**src/rtl/serial_subtractor_demux_pkg.sv**
```systemverilog
// Shared definitions for the bit-serial demux-based subtractor: FSM state
// encoding, default operand width and the bit-counter width helper.
package serial_subtractor_demux_pkg;

    // Controller states; values are fixed so debug dumps read consistently.
    typedef enum logic [1:0] {
        ST_IDLE = 2'd0,
        ST_RUN  = 2'd1,
        ST_DONE = 2'd2
    } state_e;

    // Default operand/result width.
    localparam int DEF_WIDTH = 8;

    // Width of a counter that must reach w-1, never narrower than one bit.
    function automatic int cnt_width(input int w);
        int r;
        r = $clog2(w);
        if (r < 1) begin
            r = 1;
        end else begin
            r = r;
        end
        return r;
    endfunction

    // Bit-counter width for the default operand width.
    localparam int CNT_W = cnt_width(DEF_WIDTH);

endpackage

```
**src/rtl/fs_using_1x8demux.sv**
```systemverilog
// Combinational full subtractor (x - y - bin) built from a 1x8 demultiplexer.
// The constant 1 is routed to the output selected by {x,y,bin}. The diff and
// borrow outputs are the OR of the minterms where each is true.
module fs_using_1x8demux (
    input  logic a,
    input  logic b,
    input  logic bin,
    output logic diff,
    output logic bout
);

    logic       din_s;
    logic [2:0] sel_s;
    logic [7:0] o_s;

    assign din_s = 1'b1;
    assign sel_s = {a, b, bin};

    // 1x8 demux: only the selected output carries din, all others are 0.
    always_comb begin
        o_s        = 8'h00;
        o_s[sel_s] = din_s;
    end

    // diff is odd parity of the three inputs. bout covers the minterms where
    // the subtrahend plus borrow-in exceeds the minuend bit.
    assign diff = o_s[1] | o_s[2] | o_s[4] | o_s[7];
    assign bout = o_s[1] | o_s[2] | o_s[3] | o_s[7];

endmodule

```
**src/rtl/serial_subtractor_demux.sv**
```systemverilog
// Bit-serial WIDTH-bit subtractor, diff = a - b, LSB first, one bit per clock.
// A start/busy/done handshake fronts the datapath. The result registers are
// updated only when a run completes, so they hold the last result while a
// new operation is in flight.
module serial_subtractor_demux
    import serial_subtractor_demux_pkg::*;
#(
    parameter int WIDTH = DEF_WIDTH
) (
    input  logic             clk,
    input  logic             rst,
    input  logic             start,
    input  logic [WIDTH-1:0] a,
    input  logic [WIDTH-1:0] b,
    output logic             busy,
    output logic             done,
    output logic [WIDTH-1:0] diff,
    output logic             bout
);

    localparam int                 CW       = cnt_width(WIDTH);
    localparam logic [CW-1:0]      CNT_LAST = CW'(WIDTH - 1);

    state_e             state_q, state_d;
    logic [WIDTH-1:0]   a_sh_q, a_sh_d;
    logic [WIDTH-1:0]   b_sh_q, b_sh_d;
    // The result shifts in at the MSB. Its lowest slot is never read before
    // completion, so only WIDTH-1 bits are stored.
    logic [WIDTH-2:0]   res_sh_q, res_sh_d;
    logic               borrow_q, borrow_d;
    logic [CW-1:0]      cnt_q, cnt_d;
    logic [WIDTH-1:0]   diff_q, diff_d;
    logic               bout_q, bout_d;

    logic               cell_diff_s;
    logic               cell_bout_s;
    logic [WIDTH-1:0]   res_cat_s;

    // One subtraction cell evaluates the current LSB pair with the stored borrow.
    fs_using_1x8demux u_cell (
        .a    (a_sh_q[0]),
        .b    (b_sh_q[0]),
        .bin  (borrow_q),
        .diff (cell_diff_s),
        .bout (cell_bout_s)
    );

    assign res_cat_s = {cell_diff_s, res_sh_q};

    // Next-state and datapath update for the IDLE/RUN/DONE controller.
    always_comb begin
        state_d  = state_q;
        a_sh_d   = a_sh_q;
        b_sh_d   = b_sh_q;
        res_sh_d = res_sh_q;
        borrow_d = borrow_q;
        cnt_d    = cnt_q;
        diff_d   = diff_q;
        bout_d   = bout_q;
        case (state_q)
            ST_IDLE, ST_DONE: begin
                if (start) begin
                    a_sh_d   = a;
                    b_sh_d   = b;
                    borrow_d = 1'b0;
                    cnt_d    = {CW{1'b0}};
                    state_d  = ST_RUN;
                end else begin
                    state_d  = ST_IDLE;
                end
            end
            ST_RUN: begin
                a_sh_d   = {1'b0, a_sh_q[WIDTH-1:1]};
                b_sh_d   = {1'b0, b_sh_q[WIDTH-1:1]};
                res_sh_d = res_cat_s[WIDTH-1:1];
                borrow_d = cell_bout_s;
                cnt_d    = cnt_q + CW'(1);
                if (cnt_q == CNT_LAST) begin
                    // Final bit: publish the full result and borrow together.
                    state_d = ST_DONE;
                    diff_d  = res_cat_s;
                    bout_d  = cell_bout_s;
                end else begin
                    state_d = ST_RUN;
                end
            end
            default: begin
                state_d = ST_IDLE;
            end
        endcase
    end

    // State and datapath registers with synchronous reset.
    always_ff @(posedge clk) begin
        if (rst) begin
            state_q  <= ST_IDLE;
            a_sh_q   <= {WIDTH{1'b0}};
            b_sh_q   <= {WIDTH{1'b0}};
            res_sh_q <= {(WIDTH-1){1'b0}};
            borrow_q <= 1'b0;
            cnt_q    <= {CW{1'b0}};
            diff_q   <= {WIDTH{1'b0}};
            bout_q   <= 1'b0;
        end else begin
            state_q  <= state_d;
            a_sh_q   <= a_sh_d;
            b_sh_q   <= b_sh_d;
            res_sh_q <= res_sh_d;
            borrow_q <= borrow_d;
            cnt_q    <= cnt_d;
            diff_q   <= diff_d;
            bout_q   <= bout_d;
        end
    end

    assign busy = (state_q == ST_RUN);
    assign done = (state_q == ST_DONE);
    assign diff = diff_q;
    assign bout = bout_q;

endmodule
```
**config.mk**
```make
export PLATFORM = sky130hd
export DESIGN_NAME = serial_subtractor_demux
export DESIGN_NICKNAME = d
export VERILOG_FILES = /design/src/rtl/serial_subtractor_demux_pkg.sv /design/src/rtl/fs_using_1x8demux.sv /design/src/rtl/serial_subtractor_demux.sv
export SDC_FILE = /design/constraint.sdc
export NUM_CORES = 1
export LEC_CHECK = 0
export CORE_UTILIZATION = 30
export DETAILED_ROUTE_END_ITERATION = 6
export GPL_TIMING_DRIVEN = 1
export PLACE_DENSITY = 0.6
export SLEW_MARGIN = 20
export SYNTH_ARGS = -nofsm -noshare
export SYNTH_HDL_FRONTEND = slang
export SYNTH_HIERARCHICAL = 1
export SYNTH_SLANG_ARGS = --single-unit
```
**constraint.sdc**
```tcl
create_clock -name clk -period 1.9 [get_ports clk]
set_input_delay 0.285 -clock clk [delete_from_list [all_inputs] [get_ports clk]]
set_output_delay 0.285 -clock clk [all_outputs]
set_load 0.005 [all_outputs]
```
Word level (Yosys, flattened, before mapping):

Cells that the tools add are included.

* bits in registers: 38
* latch bits: 0
* memory bits (writable): 0
* bits in read-only memories: 0
* input port bits: 19
* word-level logic and storage cells: 39
* memories: 0

* add/sub/neg operators: 1
* multiply operators: 0
* divide/modulo/power cells: 0
* order comparisons: 2
* equality and inequality tests: 4
* shift operators: 0
* muxes and demuxes: 13
* bitwise logic cells: 5
* reductions and logical operators: 6

Operators with widths (count)
* 8-bit case mux with 2 select lines: 2
* 8-bit two-way mux: 2
* 3-bit case mux with 2 select lines: 1
* 1-bit OR: 5
* 3-bit by 4-bit < comparator with 1-bit output, second input constant: 1
* 2-bit case mux with 2 select lines: 1
* 2-bit AND reduction: 2
* 3-bit by 1-bit adder with 3-bit output, second input constant: 1
* 1-bit demux with 3-bit select: 1
* 3-bit == test, second input constant: 1
* 3-bit by 1-bit greater-or-equal comparator with 1-bit output, second input constant: 1
* 1-bit two-way mux: 3
* 3-bit two-way mux: 1
* 2-bit by 1-bit == test with 1-bit output, second input constant: 1
* 2-bit == test, second input constant: 1
* 2-bit logical NOT: 1
* 2-bit two-way mux: 1
* 2-bit inequality test, second input constant: 1
* 1-bit case mux with 2 select lines: 1
* 2-bit nonzero test: 1
* 2-bit OR reduction: 1
* 1-bit logical AND: 1

Depth between registers and ports, before layout:

* depth in word-level cells: 8
* depth in mapped cells: 6
* gate-level depth less buffers: 5

Modules after synthesis:

Netlist, hierarchy kept.

Modules (own cells, without submodules)
* serial_subtractor_demux: times used 1, cells an instance 187, area an instance 1512.7 µm², sequential area each 760.7 µm²
* fs_using_1x8demux: times used 1, cells an instance 3, area an instance 27.5 µm², sequential area each 0.0 µm²

Least setup slack after synthesis:

No wires, ideal clock.

* kind: register to register
* start: register cnt_q[0]
* end: register state_q[0]
* setup time: 0.117 ns
* arrival time: 1.059 ns
* data required time: 1.783 ns
* path slack: 0.723 ns
* stages on the path, launching flop included: 6
* buffers on the path: 1
* clock period less this slack: 1.177 ns
* cell sequence: dfxtp_1 > ha_1 > ha_1 > clkbuf_1 > o21a_1 > nor2_1

* longest elaborated chain between the ends: 3

RTL lines
* from (decl): RTL line serial_subtractor_demux.sv:31 `logic [CW-1:0] cnt_q, cnt_d;`
* from (signal assigned): RTL line serial_subtractor_demux.sv:101 `cnt_q <= {CW{1'b0}};`
* from (signal assigned): RTL line serial_subtractor_demux.sv:110 `cnt_q <= cnt_d;`
* 3-bit == test: RTL line serial_subtractor_demux.sv:78 `if (cnt_q == CNT_LAST) begin`
* 2-bit two-way mux: RTL line serial_subtractor_demux.sv:78
* 2-bit case mux with 2 select lines: RTL line serial_subtractor_demux.sv:60 `case (state_q)`
* to (signal assigned): RTL line serial_subtractor_demux.sv:105 `state_q <= state_d;`
* to (decl): RTL line serial_subtractor_demux.sv:24 `state_e state_q, state_d;`

Every way passes these cells.
A chain may end at the register's enable or synchronous reset.

Worst setup path after layout:

* start: register state_q[0]
* end: output port busy

* longest elaborated chain between the ends: 1

RTL lines
* 2-bit by 1-bit == test with 1-bit output: RTL line serial_subtractor_demux.sv:116 `assign busy = (state_q == ST_RUN);`
* to (decl): RTL line serial_subtractor_demux.sv:15 `output logic busy,`

Every way passes these cells.

==> flow_metrics.tcl <==
set metrics [dict create \
    rsz0062_at_grt "false" \
    worst_r2r_endpoint "a_sh_q[1]" \
    max_slew_margin_pct 72.2 \
    synth_top_area_cell "dfxtp_1" \
    io_pins 30 \
    netlist_area_um2 1540 \
    grt_pass1_vias 1199 \
    arrival_ps 1350 \
    cts_sinks 38 \
    cp-start-kind "flip-flop" \
    path_max_fanout 5 \
    hold_viol_final 0 \
    fin_crit_sh_pct 86.0 \
    synthCells 190 \
    maxCapViolCount 0 \
    design_power_total_mw 1.57 \
    path_class "flip-flop to output port" \
    wl_met3_um 114 \
    hold_end "bout" \
    critPathCaptureType "output port" \
    cts_hold_buf 0 \
    synth_xor_area_share_pct 0 \
    drt-met1-wl_mm 1.58 \
    min_path_type "flip-flop to flip-flop" \
    fin_nets 239 \
    crit_chain "nand2b_1 > inv_2 > clkdlybuf4s50_1" \
    required_ps 1620 \
    fin_setup_tns_ps 0 \
    synthDistinctLibCells 18 \
    dieHeight_um 73.7 \
    crit_slowest_cell "clkdlybuf4s50_1" \
    top_layer_used "met4" \
    avgViaCountPerCell 4.62 \
    synth_fa_ha_area_share_pct 2.92 \
    route.detailed.drc 0 \
    synth_area_per_cell_um2 8.11 \
    tightest_slew_ps 416 \
    clk_pin_slew_ps 70 \
    diodes 0 \
    cts_resized 0 \
    wl_mm 3.13 \
    rr_worst_depth 4 \
    drt-pass1-iter-count 4 \
    syn_nets 212 \
    p_per_area_nw_per_um2 801 \
    start_util_pct 32.0 \
    min-delay-start "bout" \
    slew_violations 0 \
    finClkSkew_ps 3.36 \
    track_usage_pct 12.8 \
    grt_max_degree 43 \
    cts_buffers 5 \
    core-area_um2 4820 \
    hold_slack_ps 455 \
    synth_area_leaders "dfxtp_1, nand2_1, a311oi_1, a21oi_1, nand3_1" \
    die_w_um 73.7 \
    synth_top_family_by_area "simple AND/OR/NAND/NOR gates" \
    layout-drive-gt1-share_pct 6.91 \
    synth_compound_area_share_pct 15.6 \
    synth.top_cell.area_share_pct 49.4 \
    area_growth_syn_to_layout_pct 27.2 \
    finalSetupViolations 0 \
    drtAntennaViolNets 0 \
    hpwlAfterDp_mm 2.03 \
    cts_setup_buffers 0 \
    synthSimpleGateAreaFrac_pct 24.9 \
    status "completed" \
    synth-seq-area-share_pct 49.4 \
    max-clock-path-buffers 2 \
    htree_levels 2 \
    gp_congestion 0.692 \
    antenna_found_initial 0 \
    row_count 25 \
    io_buffer_count 29 \
    drt_iter0_drc 110 \
    clk_latency_ps 280 \
    worstReg2RegStart "state_q[1]" \
    ys_warn_count 6 \
    vias 1311 \
    power.leakage_nw 0.707 \
    fmax_ghz 0.612 \
    drt-wirelength-per-cell_um 11.0 \
    ys_seq_elements 38 \
    synthMuxAreaShare_pct 0 \
    r2r_setup_slack_ps 570 \
    die_area_um2 5420 \
    root_buffer "clkbuf_8" \
    overflow 0 \
    hold_depth 2 \
    cts_tree "built" \
    grt_first_pass_wirelength_mm 5.34 \
    nFillCells 528 \
    ir_worst_vdd_uv 275 \
    finalCriticalPeriod_ps 1630 \
    slowest_delay_ps 490 \
    wl_met2_mm 1.38 \
    post-route-util_pct 40.7 \
]
-- cells by family after synthesis --
family / after synthesis
AOI/OAI and AO/OA: 37
DFF: 38
and+or+nand+nor: 93
buffers and inverters: 19
adders and majority gates: 3
-- per-stage QoR --
| step | std cells | worst slack [ps] | area, µm² |
|---|---|---|---|
| after detailed placement | 277 | 311 | 1880 |
| final | 284 | 266 | 1960 |
| after global placement | 277 | 350 | 1880 |
| after global routing | 284 | 146 | 1960 |
| after floorplan | 190 | 723 | 1540 |
| after CTS | 284 | 233 | 1960 |
-- worst max-delay path: cells and delay by family, from the launching register on --
family | cells | cell delay [ps]
simple gates | 1 | 110
buf+inv | 2 | 560
flops | 1 | 400
-- synth_stat cells --
| library cell | instances |
|---|---|
| nand3b_1 | 1 |
| clkbuf_1 | 4 |
| nor2_1 | 16 |
| ha_1 | 2 |
| nand3_1 | 15 |
| fa_1 | 1 |
| nand2b_1 | 3 |
| buf_2 | 4 |
| a21oi_1 | 22 |
| inv_2 | 1 |
| nor2b_1 | 2 |
| buf_4 | 7 |
| nand2_1 | 56 |
| o21a_1 | 1 |
| inv_1 | 2 |
| buf_6 | 1 |
| dfxtp_1 | 38 |
| a311oi_1 | 14 |
-- area by class of cell --
cell class | count | area, µm² | area share [%]
clock buffers | 5 | 68.8 | 3.51
repair buffers | 36 | 355 | 18.1
multi-input cells | 133 | 669 | 34.2
inverters | 3 | 11.3 | 0.575
flip-flops and latches | 38 | 761 | 38.8
well taps | 67 | 83.8 | 4.28
clock inverters | 2 | 10.0 | 0.511
-- placed cells by master, fill, tap and decap left out, drive strengths merged --
cell,Yosys,routed
a21oi,22,22
nand2b,3,3
clkbuf,4,5
clkdlybuf4s50,0,29
nand3b,1,1
ha,2,2
nand2,56,56
dfxtp,38,38
nor2,16,16
clkinv,0,2
o21a,1,1
inv,3,3
nand3,15,15
a311oi,14,14
fa,1,1
buf,12,7
nor2b,2,2
-- metal layers --
metal  vias to the layer above  GRT usage [%]
met1                       602           16.6
met5                         -              0
met4                         0           5.77
met3                         4           4.12
met2                        15           19.4
li1                        690              -
-- worst max-delay path by stage --
stage                     startpoint    endpoint  slack (ps)  cells after the start
after floorplan             cnt_q[0]  state_q[0]         720                      5
after global placement         start   a_sh_q[1]         350                      5
after detailed placement       start   a_sh_q[1]         310                      5
after CTS                 state_q[0]        busy         230                      3
after global routing      state_q[0]        busy         150                      3
final                     state_q[0]        busy         270                      3
-- flip-flops by register name (all words and copies together), names as in the netlist --
signal and count:
a_sh_q 8, cnt_q 3, res_sh_q 7, state_q 2
borrow_q 1, b_sh_q 8, diff 8, bout 1
-- where the power goes --
group / internal, mW / leakage [nW] / switching [mW]
combinational: 0.0899 / 0.353 / 0.104
sequential: 0.836 / 0.310 / 0.0227
clock: 0.246 / 0.0438 / 0.270
total: 1.17 / 0.707 / 0.397
Power figures use the tool's default switching activity.
